$ cat config.mk
export PLATFORM = sky130hd
export DESIGN_NAME = alu_rr_scheduler
export DESIGN_NICKNAME = d
export VERILOG_FILES = /design/src/rtl/alu_rr_scheduler.sv
export SDC_FILE = /design/constraint.sdc
export NUM_CORES = 1
export LEC_CHECK = 0
export BUFFER_PORTS_ARGS = -buffer_cell sky130_fd_sc_hd__clkbuf_2
export CAP_MARGIN = 20
export CORE_MARGIN = 5
export CORE_UTILIZATION = 35
export DETAILED_ROUTE_END_ITERATION = 7
export PLACE_DENSITY_LB_ADDON = 0.12
export SLEW_MARGIN = 20
export SYNTH_ARGS = -nofsm -noshare
export SYNTH_HDL_FRONTEND = slang
export SYNTH_SLANG_ARGS = --single-unit
$ cat constraint.sdc
create_clock -name clk -period 15.5 [get_ports clk]
set_input_delay 3.1 -clock clk [delete_from_list [all_inputs] [get_ports clk]]
set_output_delay 3.1 -clock clk [all_outputs]
set_load 0.005 [all_outputs]
$ cat src/rtl/alu_rr_scheduler.sv
// Round-robin scheduler sharing one 32-bit ALU among NREQ requesters; registered, ID-tagged result.
// Optional illegal-op flag resp_err is built only when ALU_SCHED_ERR_EN is defined.
module alu_rr_scheduler #(
   parameter int unsigned NREQ = 4,
   parameter int unsigned IDW  = $clog2(NREQ)
) (
   input  logic                 clk,
   input  logic                 reset,
   input  logic [NREQ-1:0]      req_valid,
   output logic [NREQ-1:0]      req_ready,
   input  logic [6*NREQ-1:0]    req_op,
   input  logic [32*NREQ-1:0]   req_rv1,
   input  logic [32*NREQ-1:0]   req_rv2,
   output logic                 resp_valid,
   input  logic                 resp_ready,
   output logic [IDW-1:0]       resp_id,
   output logic [31:0]          resp_data
`ifdef ALU_SCHED_ERR_EN
   ,
   output logic                 resp_err
`endif
);

   localparam int unsigned OPW  = 6;
   localparam int unsigned XLEN = 32;
   localparam int unsigned SW   = IDW + 1;

   typedef enum logic {EMPTY, FULL} state_t;

   state_t          state, state_nxt;
   logic [IDW-1:0]  rr_ptr;
   logic            grant_valid;
   logic [IDW-1:0]  grant_idx;
   logic            can_accept;
   logic            transfer;
   logic [OPW-1:0]  op_arr  [NREQ];
   logic [XLEN-1:0] rv1_arr [NREQ];
   logic [XLEN-1:0] rv2_arr [NREQ];
   logic [OPW-1:0]  sel_op;
   logic [XLEN-1:0] sel_rv1, sel_rv2, alu_res;

   function automatic logic [XLEN-1:0] alu(input logic [OPW-1:0] op,
                                           input logic [XLEN-1:0] a,
                                           input logic [XLEN-1:0] b);
      case (op)
         6'h01, 6'h21, 6'h03: return a + b;
         6'h23:               return a - b;
         6'h09, 6'h29, 6'h0B: return {31'b0, ($signed(a) < $signed(b))};
         6'h0D, 6'h2D, 6'h0F: return {31'b0, (a < b)};
         6'h11, 6'h31, 6'h13: return a ^ b;
         6'h19, 6'h39, 6'h1B: return a | b;
         6'h1D, 6'h3D, 6'h1F: return a & b;
         6'h05, 6'h07:        return a << b[4:0];
         6'h15, 6'h17:        return a >> b[4:0];
         6'h35, 6'h37:        return XLEN'($signed(a) >>> b[4:0]);
         default:             return '0;
      endcase
   endfunction

`ifdef ALU_SCHED_ERR_EN
   function automatic logic op_illegal(input logic [OPW-1:0] op);
      case (op)
         6'h01, 6'h21, 6'h03, 6'h23,
         6'h09, 6'h29, 6'h0B, 6'h0D, 6'h2D, 6'h0F,
         6'h11, 6'h31, 6'h13, 6'h19, 6'h39, 6'h1B,
         6'h1D, 6'h3D, 6'h1F,
         6'h05, 6'h07, 6'h15, 6'h17, 6'h35, 6'h37: return 1'b0;
         default:                                   return 1'b1;
      endcase
   endfunction
`endif

   // Unpack the flat per-requester payload buses.
   always_comb begin
      for (int i = 0; i < NREQ; i++) begin
         op_arr[i]  = req_op[OPW*i +: OPW];
         rv1_arr[i] = req_rv1[XLEN*i +: XLEN];
         rv2_arr[i] = req_rv2[XLEN*i +: XLEN];
      end
   end

   // Rotating priority search starting at rr_ptr, wrapping modulo NREQ.
   always_comb begin
      grant_valid = 1'b0;
      grant_idx   = '0;
      for (int k = 0; k < NREQ; k++) begin
         logic [SW-1:0] sum;
         sum = {1'b0, rr_ptr} + SW'(k);
         if (sum >= SW'(NREQ)) sum = sum - SW'(NREQ);
         if (!grant_valid && req_valid[sum[IDW-1:0]]) begin
            grant_valid = 1'b1;
            grant_idx   = sum[IDW-1:0];
         end
      end
   end

   assign sel_op  = op_arr[grant_idx];
   assign sel_rv1 = rv1_arr[grant_idx];
   assign sel_rv2 = rv2_arr[grant_idx];
   assign alu_res = alu(sel_op, sel_rv1, sel_rv2);

   always_ff @(posedge clk or posedge reset) begin
      if (reset) state <= EMPTY;
      else       state <= state_nxt;
   end

   // Output slot refills in the same cycle it drains.
   always_comb begin
      state_nxt  = state;
      req_ready  = '0;
      can_accept = !reset && ((state == EMPTY) || resp_ready);
      transfer   = can_accept && grant_valid;
      if (transfer) begin
         req_ready = NREQ'(1) << grant_idx;
         state_nxt = FULL;
      end else if (state == FULL && resp_ready) begin
         state_nxt = EMPTY;
      end
   end

   assign resp_valid = (state == FULL);

   always_ff @(posedge clk or posedge reset) begin
      if (reset) begin
         resp_data <= '0;
         resp_id   <= '0;
         rr_ptr    <= '0;
      end else if (transfer) begin
         resp_data <= alu_res;
         resp_id   <= grant_idx;
         rr_ptr    <= (grant_idx == IDW'(NREQ - 1)) ? '0 : grant_idx + IDW'(1);
      end
   end

`ifdef ALU_SCHED_ERR_EN
   always_ff @(posedge clk or posedge reset) begin
      if (reset)         resp_err <= 1'b0;
      else if (transfer) resp_err <= op_illegal(sel_op);
   end
`endif

endmodule

==> results.py, run 1 <==
metrics = {
    "outcome": {
        "status": "complete, no violations",
    },
    "pwr": {
        "p_sw_mw": 1.939,
        "clockPowerShare_pct": 4.2,
        "seqPwrFrac_pct": 5.0,
        "p_sw_share_pct": 61.99,
        "powerDensity_nw_per_um2": 207.2,
        "ir_drop_uv": 68.27,
        "internal_power_mw": 1.189,
        "combPwrFrac_pct": 90.8,
        "leakagePower_nw": 7.391,
        "p_total_mw": 3.129,
    },
    "sta": {
        "finalCritPeriodShare_pct": 62.10,
        "finalSetupViolations": 0,
        "tns_ns": 0,
        "fin_crit_ns": 9.625,
        "rsz0062_at_grt": "false",
        "final_max_slew_viol_count": 0,
        "max_slew.worst_pin.slew_ns": 1.090,
        "relSlewSlack_pct": 25.25,
        "skew_ns": 0.007547,
        "fmaxAchievable_mhz": 103.9,
        "hold_viol": 0,
    },
    "global_route": {
        "grt_max_degree": 69,
        "grt_overflow_total": 0,
        "grt_pass1_wl_um": 95440,
        "grt_pass1_vias": 14650,
        "antenna_found_initial": 0,
        "grt_use_total_pct": 30.27,
    },
    "clocking": {
        "path_clk_slew_ns": 0.06,
        "clockBufferDepth": 2,
        "cts_resized": 0,
        "cts_buffers": 5,
        "cts_num_sinks": 37,
        "clk_root_buffer_cell": "clkbuf_16",
        "htree_num_levels": 2,
        "postCtsSetupRepairBufs": 0,
        "hold_buffers": 0,
        "cts_tree": "built",
        "clock_latency_ns": 0.31,
    },
    "routing": {
        "antenna_left": 0,
        "drc": 0,
        "wl_per_cell_um": 25.98,
        "vias": 15040,
        "first_pass_iters": 6,
        "drt_iter0_drc": 1548,
        "wl_um": 64770,
        "routed_via_density": 6.032,
    },
    "synth": {
        "ys_seq_elements": 37,
        "yosys_warnings": 0,
        "ys.flop_type": "dfrtp_1",
        "syn_nets": 2152,
        "async_flop_share_pct": 100.0,
        "seq_area_frac_synth_pct": 7.204,
        "synth_area_per_cell_um2": 7.307,
        "synth_edf_count": 0,
        "syn_area_um2": 12850,
        "synthCells": 1759,
        "synth_cell_types": 87,
    },
    "finish": {
        "nFillCells": 3868,
        "stdcell_count": 2493,
        "drive_gt1_share_pct": 22.77,
        "layout_common_cells": "325 x clkbuf_2, 320 x mux2i_1, 218 x nand2_1, 130 x nor2_1, 104 x ha_1",
        "num-nets-final": 2417,
        "multiInputGateArea_um2": 10960,
        "regArea_um2": 925.9,
        "final_common_cell": "clkbuf_2",
        "post-route-util_pct": 41.45,
        "antenna_cells": 0,
        "syn2layout_area_growth_pct": 17.50,
    },
    "setup_path": {
        "cpMostUsedCell": "buf_4",
        "crit_path_max_incr_delay_ns": 0.83,
        "reg2reg_depth": 20,
        "slowest_stage": "buf_4",
        "crit_fanout": 60,
        "crit_path_end_kind": "flop",
        "critPathLaunchType": "primary input",
        "arrival_ns": 9.79,
        "path_cells": "clkbuf_2 -> or3b_1 -> o221ai_4 -> buf_4 -> buf_4 -> mux2i_1 -> mux2i_4 -> buf_4 -> ha_1 -> fa_1 -> nor2_1 -> o31ai_1 -> a211oi_1 -> a2111oi_0 -> buf_4 -> o31ai_1 -> a31oi_1 -> o21ai_0 -> xnor2_1 -> a211oi_1 -> a32oi_1",
        "required_ns": 15.67,
        "worst-setup-path-type": "primary input to flop",
    },
    "floorplan": {
        "start_util_pct": 35.27,
        "fp-row-count": 70,
        "core-area_um2": 36430,
        "ios": 326,
        "dieHeight_um": 201.6,
        "dieArea_um2": 40650,
        "die_x_um": 201.6,
    },
    "hold_path": {
        "worstHoldPathCells": 1,
        "min_path_type": "flop to flop",
    },
    "placement": {
        "hpwlAfterDp_um": 51320,
        "dp_cells": 2485,
        "port-buffer-count": 325,
        "routabilityCongestion": 1.045,
    },
    "run": {
        "cap_violations": 0,
    },
}
==> cells in the mapped netlist (15+ instances only) <==
cell type    n  area share [%]
mux2i_1    322              25
nand2_1    218             6.4
nor2_1     131             3.8
ha_1       104              10
inv_1       99             2.9
a21oi_1     97             3.8
o21ai_0     60             2.3
clkbuf_1    52             1.5
buf_2       46             1.8
dfrtp_1     37             7.2
a31oi_1     36             1.8
and2_1      36             1.8
nand3_1     35             1.4
nor3_1      35             1.4
o22ai_1     31             1.5
a211oi_1    28             1.6
o211ai_1    28             1.6
a22oi_1     18             1.1
mux2_2      17             1.5
xnor2_1     17             1.2
nor4_1      15            0.73
==> metal layers <==
metal	share of wire, %	track usage (%)	up-vias
met3	8.8	4.722	121
li1	-	-	7011
met2	43	46.41	817
met5	0	0	-
met1	45	43.31	7089
met4	3.7	10.01	0
==> path summary, 6_finish.rpt <==
path	to	slack, ns	from
max	resp_data[30]	5.87	req_valid[1]
min	resp_id[0]	0.48	resp_id[0]
max reg2reg	resp_data[30]	8.28	rr_ptr[1]
min reg2reg	resp_id[0]	0.48	resp_id[0]
max in group asynchronous	resp_data[1]	12.17	reset
min in group asynchronous	resp_id[1]	2.90	reset
==> worst max-delay path, delay by kind of cell <==
| kind | cells | cell delay (ns) |
|---|---|---|
| mux | 2 | 0.45 |
| fa+ha+maj | 2 | 0.76 |
| buf+inv | 5 | 2.14 |
| simple gates | 2 | 0.60 |
| compound gates | 9 | 2.53 |
| xor+xnor | 1 | 0.11 |
==> flip-flops by register name (all words and copies together) (netlist names) <==
name and cells:
resp_data 32, resp_id 2, resp_valid 1, rr_ptr 2
==> stage by stage <==
stage          area (um^2)  setup slack, ns  hold slack [ns]
5_1_grt              15100            5.435           0.5105
6_report             15100            5.875           0.4836
3_3_place_gp         14930            5.809           0.4663
2_1_floorplan        12850            7.136           0.4733
3_5_place_dp         14930            5.650           0.4694
4_1_cts              15100            5.961           0.4827
==> kinds of logic after synthesis <==
group | after synthesis | share of synthesized area, %
mux | 355 | 28.53
flops | 37 | 7.204
xor+xnor | 20 | 1.363
compound gates | 466 | 24.95
fa+ha+maj | 106 | 10.44
buf+inv | 230 | 7.983
simple gates | 545 | 19.53
==> final cells by class <==
type,count,area share [%]
clock buffer,7,0.9445
sequential,37,6.131
timing repair buffer,383,13.65
tap,468,3.877
clock inverter,1,0.1988
inverter,105,2.610
multi-input combinational,1492,72.59
==> power groups by stage <==
stage	registers [mW]	clock network, mW	logic (mW)
floorplan	0.147	0	1.88
global placement	0.157	0	2.76
detailed placement	0.157	0	2.76
CTS	0.155	0.133	2.77
global route	0.158	0.135	3.03
finish	0.156	0.131	2.84
No activity file was read; power rests on OpenSTA's default activity.
==> inputs of run 2 (changes only) <==
==> constraint.sdc (replaced) <==
create_clock -name clk -period 7.9 [get_ports clk]
set_input_delay 1.58 -clock clk [delete_from_list [all_inputs] [get_ports clk]]
set_output_delay 1.58 -clock clk [all_outputs]
set_load 0.005 [all_outputs]
==> results.py, run 2 (same netlist as run 1, synthesis figures left out) <==
metrics = {
    "sta": {
        "holdWs_ns": 0.4844,
        "hold_viol": 0,
        "max_slew.worst_pin.slew_ns": 1.089,
        "fin_ws_ns": 1.434,
        "rsz0062_at_grt": "false",
        "final_max_slew_viol_count": 0,
        "finalCritPeriodShare_pct": 81.84,
        "relSlewSlack_pct": 25.35,
        "fin_crit_ns": 6.466,
        "fmaxAchievable_mhz": 154.7,
        "tns_ns": 0,
        "skew_ns": 0.01260,
        "finalSetupViolations": 0,
    },
    "floorplan": {
        "core-area_um2": 36430,
        "start_util_pct": 35.27,
        "die_x_um": 201.6,
        "fp-row-count": 70,
        "dieArea_um2": 40650,
        "ios": 326,
        "dieHeight_um": 201.6,
    },
    "hold_path": {
        "whs_endpoint": "resp_id[0]",
        "worstHoldPathCells": 1,
        "min_path_type": "flop to flop",
        "worstHoldStart": "resp_id[0]",
    },
    "routing": {
        "antenna_left": 0,
        "wl_um": 68030,
        "wl_per_cell_um": 27.00,
        "first_pass_iters": 6,
        "drc": 0,
        "vias": 15540,
        "routed_via_density": 6.165,
        "drt_iter0_drc": 2122,
    },
    "finish": {
        "stdcell_area_um2": 15350,
        "largest_reg_flops": 32,
        "final_common_cell": "clkbuf_2",
        "num-nets-final": 2444,
        "syn2layout_area_growth_pct": 19.43,
        "antenna_cells": 0,
        "regMostFlops": "resp_data",
        "top_regs": "resp_data x32, resp_id x2, rr_ptr x2",
        "nFillCells": 3886,
        "drive_gt1_share_pct": 23.78,
        "layout_common_cells": "325 x clkbuf_2, 321 x mux2i_1, 218 x nand2_1, 130 x nor2_1, 104 x ha_1",
    },
    "setup_path": {
        "reg2reg_depth": 19,
        "required_ns": 8.08,
        "rr_endpoint": "resp_data[24]",
        "arrival_ns": 6.64,
        "worst-setup-path-type": "primary input to flop",
        "r2r_slack_ns": 2.34,
        "r2r-start": "rr_ptr[1]",
        "critPathLaunchType": "primary input",
        "crit_path_end_kind": "flop",
        "crit_fanout": 6,
    },
    "global_route": {
        "grt_pass1_vias": 15060,
        "antenna_found_initial": 2,
        "grt_max_degree": 69,
        "grt_pass1_wl_um": 98620,
        "grt_use_total_pct": 31.54,
        "grt_overflow_total": 0,
    },
    "placement": {
        "port-buffer-count": 325,
        "routabilityCongestion": 1.057,
        "hpwlAfterDp_um": 55200,
        "post_dp_cell_area_um2": 15180,
        "dp_slack_ns": 1.205,
    },
    "clocking": {
        "clockBufferDepth": 2,
        "cts_resized": 0,
        "postCtsSetupRepairBufs": 0,
        "htree_num_levels": 2,
        "hold_buffers": 0,
        "clock_latency_ns": 0.31,
        "clk_root_buffer_cell": "clkbuf_16",
        "cts_buffers": 5,
        "cts_num_sinks": 37,
        "path_clk_slew_ns": 0.08,
        "cts_tree": "built",
    },
    "pwr": {
        "ir_drop_uv": 126.3,
        "powerDensity_nw_per_um2": 415.5,
        "leakagePower_nw": 7.535,
    },
    "run": {
        "cap_violations": 0,
    },
    "outcome": {
        "status": "complete, no violations",
    },
}
## run 2: where the power goes
part	switching, mW	total [mW]	internal [mW]	leakage [nW]
Sequential	0.0580	0.306	0.248	0.471
Clock	0.107	0.257	0.150	0.0800
Combinational	3.78	5.81	2.03	6.98
Total	3.95	6.38	2.43	7.54
## run 2: through the flow
stage / util [%] / power [mW] / cells
2_1_floorplan: - / 3.984 / 1759
3_3_place_gp: 41.66 / 5.920 / 2512
3_5_place_dp: 41.66 / 5.908 / 2512
4_1_cts: 42.13 / 6.187 / 2520
5_1_grt: 42.13 / 6.718 / 2520
6_report: 42.13 / 6.378 / 2520
## run 2: worst max-delay path by stage
stage | slack [ns] | end | startpoint | cells after the start
floorplan | 1.17 | resp_data[20] | req_valid[0] | 23
global placement | 1.39 | resp_data[30] | req_valid[1] | 19
detailed placement | 1.20 | resp_data[24] | req_valid[1] | 20
CTS | 1.53 | resp_data[24] | req_valid[1] | 20
global route | 1.17 | resp_data[30] | req_valid[1] | 19
finish | 1.43 | resp_data[24] | req_valid[1] | 20
## run 2: area by class of cell
type                            instances  area, um^2  share of cell area [%]
Clock buffer                            5       125.1                  0.8151
Inverter                              105       394.1                   2.568
Clock inverter                          3       46.29                  0.3016
Tap cell                              468       585.6                   3.815
Sequential cell                        37       925.9                   6.032
Timing Repair Buffer                  410        2315                   15.08
Multi-Input combinational cell       1492       10960                   71.39
## run 2: worst max-delay path, stage by stage
cell       delay [ns]
clkbuf_2         0.13
a21boi_0         0.33
o221ai_4         0.26
mux2i_1          0.18
mux2i_1          0.57
inv_1            0.16
ha_1             0.30
fa_1             0.48
nor2_1           0.20
o31ai_1          0.15
a211oi_1         0.32
a2111oi_0        0.12
buf_4            0.17
o31ai_1          0.43
buf_4            0.21
a21oi_1          0.06
a21oi_1          0.22
xnor2_1          0.11
a2111oi_0        0.51
a21oi_1          0.13
## run 2: per-layer routing
metal | track usage (%) | wire length, um | part of all wire, % | vias to the layer above
li1 | - | - | - | 7073
met3 | 5.576 | 7008 | 10 | 150
met4 | 11.28 | 2806 | 4.1 | 2
met5 | 0 | 13 | 0.019 | -
met2 | 47.07 | 28110 | 41 | 981
met1 | 45.41 | 30090 | 44 | 7331
